==> config.mk <==
export PLATFORM = sky130hd
export DESIGN_NAME = bulls_cows_judge
export DESIGN_NICKNAME = d
export VERILOG_FILES = /design/src/rtl/bulls_cows_judge.sv
export SDC_FILE = /design/constraint.sdc
export NUM_CORES = 1
export LEC_CHECK = 0
export ABC_AREA = 1
export BUFFER_PORTS_ARGS = -buffer_cell sky130_fd_sc_hd__buf_2
export CORE_ASPECT_RATIO = 0.6
export CORE_UTILIZATION = 50
export DETAILED_ROUTE_END_ITERATION = 8
export PLACE_DENSITY = 0.76
export SYNTH_ARGS = -nofsm -noshare
export SYNTH_HDL_FRONTEND = slang
export SYNTH_SLANG_ARGS = --single-unit
export TNS_END_PERCENT = 10
==> constraint.sdc <==
create_clock -name clk_i -period 2.5 [get_ports clk_i]
set_input_delay 0.5 -clock clk_i [delete_from_list [all_inputs] [get_ports clk_i]]
set_output_delay 0.5 -clock clk_i [all_outputs]
set_load 0.005 [all_outputs]
==> src/rtl/bulls_cows_judge.sv <==
// Bulls-and-cows judge: latches a secret, scores guesses one digit per cycle, tracks attempts and win/lose.
// Optional BULLS_COWS_DUP_CHECK_EN rejects secrets and guesses that contain a repeated digit.
module bulls_cows_judge #(
  parameter int MAX_ATTEMPTS = 10,
  parameter int ATTEMPT_W    = 4
) (
  input  logic                 clk_i,
  input  logic                 rst_i,
  input  logic [15:0]          secret_i,
  input  logic                 secret_legal_i,
  input  logic                 secret_load_i,
  input  logic [15:0]          guess_i,
  input  logic                 guess_legal_i,
  input  logic                 guess_valid_i,
  output logic                 armed_o,
  output logic                 busy_o,
  output logic                 result_valid_o,
  output logic [2:0]           bulls_o,
  output logic [2:0]           cows_o,
  output logic [ATTEMPT_W-1:0] attempts_o,
  output logic                 win_o,
  output logic                 lose_o,
  output logic                 guess_err_o
);

  // state | meaning
  // IDLE  | no secret held
  // ARMED | secret held, waiting for a guess
  // SCORE | comparing guess digit idx_q against the secret
  // WIN   | last guess scored four bulls
  // LOSE  | attempts exhausted without a win
  localparam logic [2:0] S_IDLE  = 3'd0;
  localparam logic [2:0] S_ARMED = 3'd1;
  localparam logic [2:0] S_SCORE = 3'd2;
  localparam logic [2:0] S_WIN   = 3'd3;
  localparam logic [2:0] S_LOSE  = 3'd4;

  localparam logic [ATTEMPT_W-1:0] MAX_ATT = ATTEMPT_W'(MAX_ATTEMPTS);

  logic [2:0]           state_q, state_d;
  logic [15:0]          secret_q, secret_d;
  logic [15:0]          guess_q, guess_d;
  logic [1:0]           idx_q, idx_d;
  logic [2:0]           scr_bulls_q, scr_bulls_d;
  logic [2:0]           scr_cows_q, scr_cows_d;
  logic [2:0]           bulls_q, bulls_d;
  logic [2:0]           cows_q, cows_d;
  logic [ATTEMPT_W-1:0] attempts_q, attempts_d;
  logic                 result_valid_q, result_valid_d;
  logic                 guess_err_q, guess_err_d;

  logic [3:0]           g_dig;
  logic [3:0]           s_dig;
  logic                 is_bull;
  logic                 in_other;
  logic                 is_cow;
  logic [2:0]           bulls_sum;
  logic [2:0]           cows_sum;
  logic [ATTEMPT_W-1:0] att_next;

  function automatic logic [3:0] digit_at(input logic [15:0] v, input logic [1:0] i);
    logic [3:0] d;
    case (i)
      2'd0:    d = v[15:12];
      2'd1:    d = v[11:8];
      2'd2:    d = v[7:4];
      default: d = v[3:0];
    endcase
    return d;
  endfunction

  function automatic logic digits_ok(input logic [15:0] v);
    return (v[15:12] <= 4'd9) && (v[11:8] <= 4'd9) &&
           (v[7:4]   <= 4'd9) && (v[3:0]  <= 4'd9);
  endfunction

`ifdef BULLS_COWS_DUP_CHECK_EN
  function automatic logic no_dups(input logic [15:0] v);
    return (v[15:12] != v[11:8]) && (v[15:12] != v[7:4]) && (v[15:12] != v[3:0]) &&
           (v[11:8]  != v[7:4])  && (v[11:8]  != v[3:0]) && (v[7:4]   != v[3:0]);
  endfunction

  function automatic logic word_ok(input logic [15:0] v);
    return digits_ok(v) && no_dups(v);
  endfunction
`else
  function automatic logic word_ok(input logic [15:0] v);
    return digits_ok(v);
  endfunction
`endif

  // Per-digit compare for the current index; a cow only counts when the digit is not a bull.
  always_comb begin
    g_dig    = digit_at(guess_q, idx_q);
    s_dig    = digit_at(secret_q, idx_q);
    is_bull  = (g_dig == s_dig);
    in_other = 1'b0;
    for (int j = 0; j < 4; j++) begin
      if ((2'(j) != idx_q) && (digit_at(secret_q, 2'(j)) == g_dig)) begin
        in_other = 1'b1;
      end
    end
    is_cow    = !is_bull && in_other;
    bulls_sum = scr_bulls_q + {2'b00, is_bull};
    cows_sum  = scr_cows_q + {2'b00, is_cow};
    att_next  = (attempts_q == MAX_ATT) ? attempts_q : attempts_q + 1'b1;
  end

  always_comb begin
    state_d        = state_q;
    secret_d       = secret_q;
    guess_d        = guess_q;
    idx_d          = idx_q;
    scr_bulls_d    = scr_bulls_q;
    scr_cows_d     = scr_cows_q;
    bulls_d        = bulls_q;
    cows_d         = cows_q;
    attempts_d     = attempts_q;
    result_valid_d = 1'b0;
    guess_err_d    = 1'b0;

    case (state_q)
      S_IDLE, S_WIN, S_LOSE: begin
        if (secret_load_i && secret_legal_i && word_ok(secret_i)) begin
          secret_d   = secret_i;
          attempts_d = '0;
          bulls_d    = 3'd0;
          cows_d     = 3'd0;
          state_d    = S_ARMED;
        end
      end
      S_ARMED: begin
        if (guess_valid_i) begin
          if (guess_legal_i && word_ok(guess_i)) begin
            guess_d     = guess_i;
            scr_bulls_d = 3'd0;
            scr_cows_d  = 3'd0;
            idx_d       = 2'd0;
            state_d     = S_SCORE;
          end else begin
            guess_err_d = 1'b1;
          end
        end
      end
      S_SCORE: begin
        if (idx_q == 2'd3) begin
          bulls_d        = bulls_sum;
          cows_d         = cows_sum;
          result_valid_d = 1'b1;
          attempts_d     = att_next;
          idx_d          = 2'd0;
          // A four-bull finish wins even when it was also the last allowed attempt.
          if (bulls_sum == 3'd4) begin
            state_d = S_WIN;
          end else if (att_next == MAX_ATT) begin
            state_d = S_LOSE;
          end else begin
            state_d = S_ARMED;
          end
        end else begin
          scr_bulls_d = bulls_sum;
          scr_cows_d  = cows_sum;
          idx_d       = idx_q + 2'd1;
        end
      end
      default: state_d = S_IDLE;
    endcase
  end

  always_ff @(posedge clk_i) begin
    if (rst_i) begin
      state_q        <= S_IDLE;
      secret_q       <= '0;
      guess_q        <= '0;
      idx_q          <= 2'd0;
      scr_bulls_q    <= 3'd0;
      scr_cows_q     <= 3'd0;
      bulls_q        <= 3'd0;
      cows_q         <= 3'd0;
      attempts_q     <= '0;
      result_valid_q <= 1'b0;
      guess_err_q    <= 1'b0;
    end else begin
      state_q        <= state_d;
      secret_q       <= secret_d;
      guess_q        <= guess_d;
      idx_q          <= idx_d;
      scr_bulls_q    <= scr_bulls_d;
      scr_cows_q     <= scr_cows_d;
      bulls_q        <= bulls_d;
      cows_q         <= cows_d;
      attempts_q     <= attempts_d;
      result_valid_q <= result_valid_d;
      guess_err_q    <= guess_err_d;
    end
  end

  assign armed_o        = (state_q == S_ARMED);
  assign busy_o         = (state_q == S_SCORE);
  assign win_o          = (state_q == S_WIN);
  assign lose_o         = (state_q == S_LOSE);
  assign result_valid_o = result_valid_q;
  assign guess_err_o    = guess_err_q;
  assign bulls_o        = bulls_q;
  assign cows_o         = cows_q;
  assign attempts_o     = attempts_q;

endmodule

==> impl_metrics.csv, run 1 <==
group,metric,value,unit
routing,post-route-drc-count,0,
critical_path,cp_data_arrival_time,2.88,ns
final_layout,nFillCells,510,
power_and_ir_drop,seqPwrFrac,44.5,%
timing,slew_headroom,60.6,%
routing,drt-vias-per-instance,5.40,
place,gp_congestion,0.938,
power_and_ir_drop,power_density,594,nW/um^2
routing,avgRoutedWirePerCell,14.7,um
die,die_width,102,um
clocking,cts_tree,"done",
clocking,clkSlewWorstSetupHoldPaths,0.11,ns
min_path,worstHoldPathType,"register to register",
die,initial_utilization,52.9,%
clocking,post_cts_hold_buffer_count,0,
timing,worst_slew_pin_slew,0.590,ns
power_and_ir_drop,intPower,1.50,mW
job,max_cap_viol_count,0,
clocking,numCtsBuffers,5,
run_status,run_status,"finished with violations",
clocking,clk-insertion-delay-late,0.31,ns
place,dp_hpwl,6220,um
clocking,clock_h_tree_levels,2,
logic_synthesis,synth-edff-count,0,
global_routing,globalRoute.totalOverflow,0,
logic_synthesis,ys_types,35,
power_and_ir_drop,power_leakage,1.65,nW
die,ios,54,
routing,ant_nets,0,
critical_path,required,2.76,ns
global_routing,first_pass_grt_wire_length,13400,um
logic_synthesis,yosys.cell_count.top_type,"sky130_fd_sc_hd__nand2_1",
critical_path,startpoint_type,"register",
logic_synthesis,seq_area_frac_synth,36.7,%
logic_synthesis,synth.ff_latch_count,55,
logic_synthesis,synth_top_cells_by_count,"sky130_fd_sc_hd__nand2_1, sky130_fd_sc_hd__o21ai_0, sky130_fd_sc_hd__dfxtp_1, sky130_fd_sc_hd__inv_1, sky130_fd_sc_hd__a21oi_1",
place,place_inst,582,
timing,timing.final.crit_share,105,%
logic_synthesis,syn-instance-count,446,
timing,hold_viol_final,0,
power_and_ir_drop,netSwitchingPower,784,uW
logic_synthesis,synth.top_cells.by_area,"sky130_fd_sc_hd__dfxtp_1, sky130_fd_sc_hd__nand2_1, sky130_fd_sc_hd__o21ai_0",
logic_synthesis,post-synth-top-area-cell,"sky130_fd_sc_hd__dfxtp_1",
logic_synthesis,synth.top_cell.area_share,36.7,%
logic_synthesis,netlist_area_before_placement,3000,um^2
logic_synthesis,predominant_post_synthesis_flop_cell,"sky130_fd_sc_hd__dfxtp_1",
die,row_count,21,
die,die_height,62.0,um
final_layout,diodes,0,
final_layout,final_area,3840,um^2
critical_path,path_max_fanout,4,
routing,drtPass1Iterations,5,
timing,setup_violations,4,
global_routing,overall_fraction_of_global_route_tracks_in_use,28.2,%
global_routing,antenna_found_initial,0,
clocking,root_buffer,"sky130_fd_sc_hd__clkbuf_8",
logic_synthesis,synthesis.yosys.warnings,0,
timing,clock.fmax,382,MHz
final_layout,area.sequential,1110,um^2
final_layout,layout-area-overhead-vs-synth,27.7,%
place,numPortBuffers,53,
routing,wl,8680,um
clocking,tritoncts_num_sinks,55,
logic_synthesis,syn-num-nets,494,
routing,first_iter_violations,202,
power_and_ir_drop,power.switching_fraction,34.4,%
final_layout,multi_input_comb_area,1850,um^2
critical_path,crit_path_end_kind,"register",
final_layout,finish.net_count,559,
place,place_area,3420,um^2
timing,final_critical_path_setup_slack,-0.115,ns
die,die_area,6330,um^2
die,fp.coreArea,5680,um^2
final_layout,stdcell_count,592,
clocking,clk_path_buf_depth,2,
power_and_ir_drop,combinational_power_share,27.7,%
routing,via_count,3194,
timing,period_minus_slack,2.61,ns
timing,finalMaxSlewViolations,0,
timing,rsz_0062_raised_after_global_routing,"true",
run_status,failed_checks,"setup timing",
logic_synthesis,avgSynthCellArea,6.74,um^2
critical_path,path_class,"register to register",
timing,fin_worst_skew,0.00913,ns
power_and_ir_drop,clk_network_pwr_share,27.8,%
global_routing,grt_max_degree,39,
global_routing,first_global_vias,2731,
power_and_ir_drop,power.ir.vdd_worst,0.379,mV
logic_synthesis,synth-async-reset-ratio,0,%
final_layout,drive_above_1_share,29.1,%
[power by group through the flow]
stage | Combinational [mW] | Sequential, mW | Clock (mW)
detailed placement | 0.558 | 1.03 | 0
finish | 0.632 | 1.02 | 0.634
floorplan | 0.349 | 1.03 | 0
CTS | 0.582 | 1.01 | 0.640
global route | 0.712 | 1.03 | 0.676
global placement | 0.546 | 1.03 | 0
[layout by cell type (no fill, tap or decap), drive strengths merged]
cell type  count
a211oi         1
o21ai         61
o21a           3
nand3b         3
nand2         95
buf           72
nor3           1
ha            10
o22ai          4
inv           63
or2            2
dfxtp         55
and2           2
a21oi         55
nand3         26
bufinv         1
nor2          44
o211ai         3
clkbuf         5
nand4          2
xor2           4
[what timing repair did]
item                                    4_1_cts  5_1_grt
hold endpoints to repair                      0        0
pin swaps                                    21       24
setup buffers                                 2        0
resized for setup                            51       30
endpoints found under the setup margin       11       11
[sequential cells by signal, indices dropped and copies added, names as in the netlist]
| name | count |
|---|---|
| state_q | 3 |
| secret_q | 16 |
| cows_o | 3 |
| scr_cows_q | 3 |
| scr_bulls_q | 3 |
| attempts_o | 4 |
| result_valid_o | 1 |
| guess_q | 16 |
| guess_err_o | 1 |
| idx_q | 2 |
| bulls_o | 3 |
[stage by stage]
stage | setup TNS (ns) | worst slack, ns | total power [mW] | hold slack, ns | utilization [%]
finish | -0.310 | -0.115 | 2.28 | 0.454 | 67.6
CTS | -0.119 | -0.0380 | 2.23 | 0.453 | 66.0
detailed placement | -1.69 | -0.289 | 1.59 | 0.436 | 60.3
global route | -1.29 | -0.255 | 2.41 | 0.476 | 67.6
global placement | -0.976 | -0.220 | 1.57 | 0.438 | 60.3
floorplan | 0 | 0.0629 | 1.38 | 0.424 | -
[worst max-delay path, cell delays in order (launching register included)]
cell	delay (ns)
sky130_fd_sc_hd__dfxtp_4	0.39
sky130_fd_sc_hd__buf_6	0.13
sky130_fd_sc_hd__ha_4	0.17
sky130_fd_sc_hd__nand2_2	0.05
sky130_fd_sc_hd__nand2_1	0.05
sky130_fd_sc_hd__inv_1	0.07
sky130_fd_sc_hd__nand2_2	0.10
sky130_fd_sc_hd__buf_6	0.14
sky130_fd_sc_hd__nand3_2	0.05
sky130_fd_sc_hd__nand2_1	0.06
sky130_fd_sc_hd__nor2_1	0.10
sky130_fd_sc_hd__nand3b_1	0.09
sky130_fd_sc_hd__nand2_2	0.10
sky130_fd_sc_hd__nor2_2	0.04
sky130_fd_sc_hd__nor2_2	0.11
sky130_fd_sc_hd__ha_2	0.21
sky130_fd_sc_hd__ha_4	0.13
sky130_fd_sc_hd__inv_2	0.03
sky130_fd_sc_hd__or2_4	0.25
sky130_fd_sc_hd__a21oi_4	0.14
sky130_fd_sc_hd__a21oi_2	0.05
sky130_fd_sc_hd__nor2_1	0.10
[logic make-up (layout without fill, tap and decap cells)]
kind of cell | Yosys count | after routing | share of synthesized area, %
AO/OA/AOI/OAI | 127 | 127 | 22.3
flip-flops | 55 | 55 | 36.7
adder cells (fa/ha/maj) | 10 | 10 | 4.16
AND/OR/NAND/NOR | 175 | 175 | 25.3
buffers and inverters | 75 | 141 | 10.4
XOR/XNOR | 4 | 4 | 1.17
[worst paths after layout]
path,to,cells after the start,startpoint,slack (ns)
worst max-delay path,scr_cows_q[2],21,idx_q[1],-0.11
worst min-delay path,guess_q[5],2,guess_q[5],0.45
worst max register to register,scr_cows_q[2],21,idx_q[1],-0.11
worst min register to register,guess_q[5],2,guess_q[5],0.45
[routing by layer]
layer	GRT usage, %	wire length, um	vias to the layer above
met1	40.9	4090	1445
met3	5.82	705	17
met2	43.0	3740	149
met5	0	0	-
li1	-	-	1583
met4	6.94	150	0
[final cells by class]
class                   count  share of cell area [%]
flip-flops and latches     55                    28.9
clock buffers               5                    1.79
multi-input cells         316                    48.1
clock inverters             3                    1.30
well taps                  80                    2.61
repair buffers             72                    10.9
inverters                  61                    6.36
Power figures use the tool's default switching activity.
==> run 2, diff against run 1 <==
--- a/config.mk
+++ b/config.mk
@@ -8,9 +8,11 @@
 export ABC_AREA = 1
 export BUFFER_PORTS_ARGS = -buffer_cell sky130_fd_sc_hd__buf_2
 export CORE_ASPECT_RATIO = 0.6
-export CORE_UTILIZATION = 50
+export CORE_MARGIN = 3
+export CORE_UTILIZATION = 52
+export CTS_BUF_LIST = sky130_fd_sc_hd__clkbuf_8
 export DETAILED_ROUTE_END_ITERATION = 8
-export PLACE_DENSITY = 0.76
+export PLACE_DENSITY = 0.78
 export SYNTH_ARGS = -nofsm -noshare
 export SYNTH_HDL_FRONTEND = slang
 export SYNTH_SLANG_ARGS = --single-unit
==> constraint.sdc (replaced) <==
create_clock -name clk_i -period 2.4 [get_ports clk_i]
set_input_delay 0.48 -clock clk_i [delete_from_list [all_inputs] [get_ports clk_i]]
set_output_delay 0.48 -clock clk_i [all_outputs]
set_load 0.005 [all_outputs]
==> run 2 against run 1 <==
Net effect: the run still ends with setup timing left; non-clock buffer count up 3; via count grew 4.5%; maximum frequency fell by 5.7%; combinational power up 5.9%; first-iteration DRC count increased by 64%; register-to-register slack got worse by 0.26 ns; die area rose by 6.7%; sequential share of layout area down 0.56 points; critical path depth is 3 lower; global-route usage is 2.4 points lower; clock-buffer cell count is 1 higher; final cell count did not move; critical endpoint is now state_q[0]; highest routed layer unchanged.
==> impl_metrics.csv, run 2 (same netlist as run 1, synthesis figures left out) <==
group,metric,value,unit
clocking,clock_h_tree_levels,2,
critical_path,crit_path_end_kind,"register",
global_routing,grt_max_degree,39,
routing,avgRoutedWirePerCell,16.5,um
clocking,clk-insertion-delay-late,0.32,ns
clocking,clkSlewWorstSetupHoldPaths,0.10,ns
final_layout,layout-area-overhead-vs-synth,30.3,%
timing,fin_worst_skew,0.00417,ns
place,dp_hpwl,6460,um
global_routing,first_pass_grt_wire_length,14000,um
run_status,run_status,"finished with violations",
final_layout,diodes,0,
timing,fin_tns_setup,-1.64,ns
routing,wl,9760,um
critical_path,cp_data_arrival_time,3.03,ns
timing,period_minus_slack,2.77,ns
routing,first_iter_violations,332,
routing,via_count,3338,
routing,ant_nets,0,
clocking,tritoncts_num_sinks,55,
final_layout,final_cell_mix,"sky130_fd_sc_hd__nand2_1, sky130_fd_sc_hd__o21ai_0, sky130_fd_sc_hd__dfxtp_1, sky130_fd_sc_hd__buf_2, sky130_fd_sc_hd__a21oi_1",
global_routing,globalRoute.totalOverflow,0,
run_status,failed_checks,"setup timing",
final_layout,layout_commonest_cell,"sky130_fd_sc_hd__nand2_1",
die,die_area,6760,um^2
place,post_place_setup_slack,-0.458,ns
place,numPortBuffers,53,
routing,drtPass1Iterations,6,
timing,rsz_0062_raised_after_global_routing,"true",
job,max_cap_viol_count,0,
timing,final_critical_path_setup_slack,-0.373,ns
critical_path,rrSetupSlack,-0.37,ns
critical_path,path_class,"register to register",
timing,setup_violations,8,
power_and_ir_drop,power_leakage,1.68,nW
min_path,worstHoldPathType,"input port to register",
final_layout,finish.net_count,562,
power_and_ir_drop,power.ir.vdd_worst,0.285,mV
routing,post-route-drc-count,0,
timing,hold_viol_final,0,
die,fp.coreArea,5310,um^2
timing,timing.final.crit_share,116,%
routing,drt-vias-per-instance,5.64,
timing,clock.fmax,361,MHz
die,die_height,64.9,um
timing,slew_headroom,73.7,%
global_routing,antenna_found_initial,0,
clocking,post_cts_hold_buffer_count,0,
die,die_width,104,um
power_and_ir_drop,power_density,583,nW/um^2
critical_path,required,2.66,ns
timing,worst_slew_pin_slew,0.393,ns
global_routing,overall_fraction_of_global_route_tracks_in_use,25.8,%
clocking,root_buffer,"sky130_fd_sc_hd__clkbuf_8",
die,initial_utilization,56.6,%
final_layout,drive_above_1_share,32.2,%
clocking,cts_tree,"done",
final_layout,nFillCells,410,
clocking,numCtsBuffers,5,
place,gp_congestion,0.972,
timing,finalMaxSlewViolations,0,
clocking,clk_path_buf_depth,2,
die,ios,54,
global_routing,first_global_vias,2886,
critical_path,path_max_fanout,5,
critical_path,startpoint_type,"register",
die,row_count,20,
## run 2: changes by cell type in the layout (fill, tap and decap cells not counted), sizes merged
| cell | delta |
|---|---|
| clkinv | +1 |
| buf | +3 |
| clkinvlp | +2 |
| bufinv | -1 |
| clkbuf | +1 |
| inv | -3 |
## run 2: area by class of cell
type / count / area (um^2) / area share (%)
clock inverter: 2 / 12.5 / 0.320
inverter: 61 / 254 / 6.49
multi-input combinational: 316 / 1910 / 48.7
sequential: 55 / 1110 / 28.3
clock buffer: 6 / 82.6 / 2.11
timing repair buffer: 75 / 453 / 11.6
tap: 77 / 96.3 / 2.46
## run 2: critical path: stages, from the launching register on
cell and delay [ns]:
sky130_fd_sc_hd__dfxtp_4 0.39, sky130_fd_sc_hd__inv_4 0.09, sky130_fd_sc_hd__ha_4 0.15, sky130_fd_sc_hd__buf_4 0.12, sky130_fd_sc_hd__clkinvlp_4 0.15, sky130_fd_sc_hd__o22ai_1 0.23, sky130_fd_sc_hd__o211ai_1 0.14, sky130_fd_sc_hd__nand2_1 0.09
sky130_fd_sc_hd__nand2_2 0.07, sky130_fd_sc_hd__nor2_4 0.15, sky130_fd_sc_hd__ha_4 0.16, sky130_fd_sc_hd__ha_4 0.13, sky130_fd_sc_hd__xor2_2 0.18, sky130_fd_sc_hd__nand3_2 0.14, sky130_fd_sc_hd__nand2_2 0.10, sky130_fd_sc_hd__nor2_2 0.05
sky130_fd_sc_hd__nand3b_1 0.09, sky130_fd_sc_hd__nand3_1 0.11, sky130_fd_sc_hd__a21oi_2 0.17
## run 2: power breakdown
part | total [mW] | internal [mW] | switching [mW]
Clock | 0.553 | 0.233 | 0.320
Sequential | 1.06 | 0.998 | 0.0591
Combinational | 0.669 | 0.247 | 0.422
Total | 2.28 | 1.48 | 0.802
## run 2: final timing paths
path / startpoint / end / depth (start not counted)
max: idx_q[1] / state_q[0] / 18
min: guess_valid_i / guess_err_o / 3
max reg2reg: idx_q[1] / state_q[0] / 18
min reg2reg: guess_q[8] / guess_q[8] / 2
## run 2: what timing repair did
action                     4_1_cts  5_1_grt
setup endpoints to repair       13       13
pin swaps                        6       34
resized for setup               33       69
setup buffers                    1        9
## run 2: stage by stage
step                hold slack (ns)  total power [mW]  instance area, um^2  std cells  utilization [%]
floorplan                     0.424              1.43                 3010        446                -
global placement              0.440              1.63                 3390        574             63.9
detailed placement            0.449              1.64                 3390        574             63.9
CTS                           0.429              2.19                 3610        583             68.1
global route                  0.443              2.40                 3910        592             73.8
finish                        0.429              2.28                 3910        592             73.8
## run 2: metal layers
metal	vias up	GRT usage [%]	share of wire [%]	wire, um
li1	1589	-	-	-
met1	1547	37.9	44	4320
met2	177	38.4	44	4330
met3	25	5.37	9.7	945
met4	0	6.63	1.6	161
met5	-	0	0	0
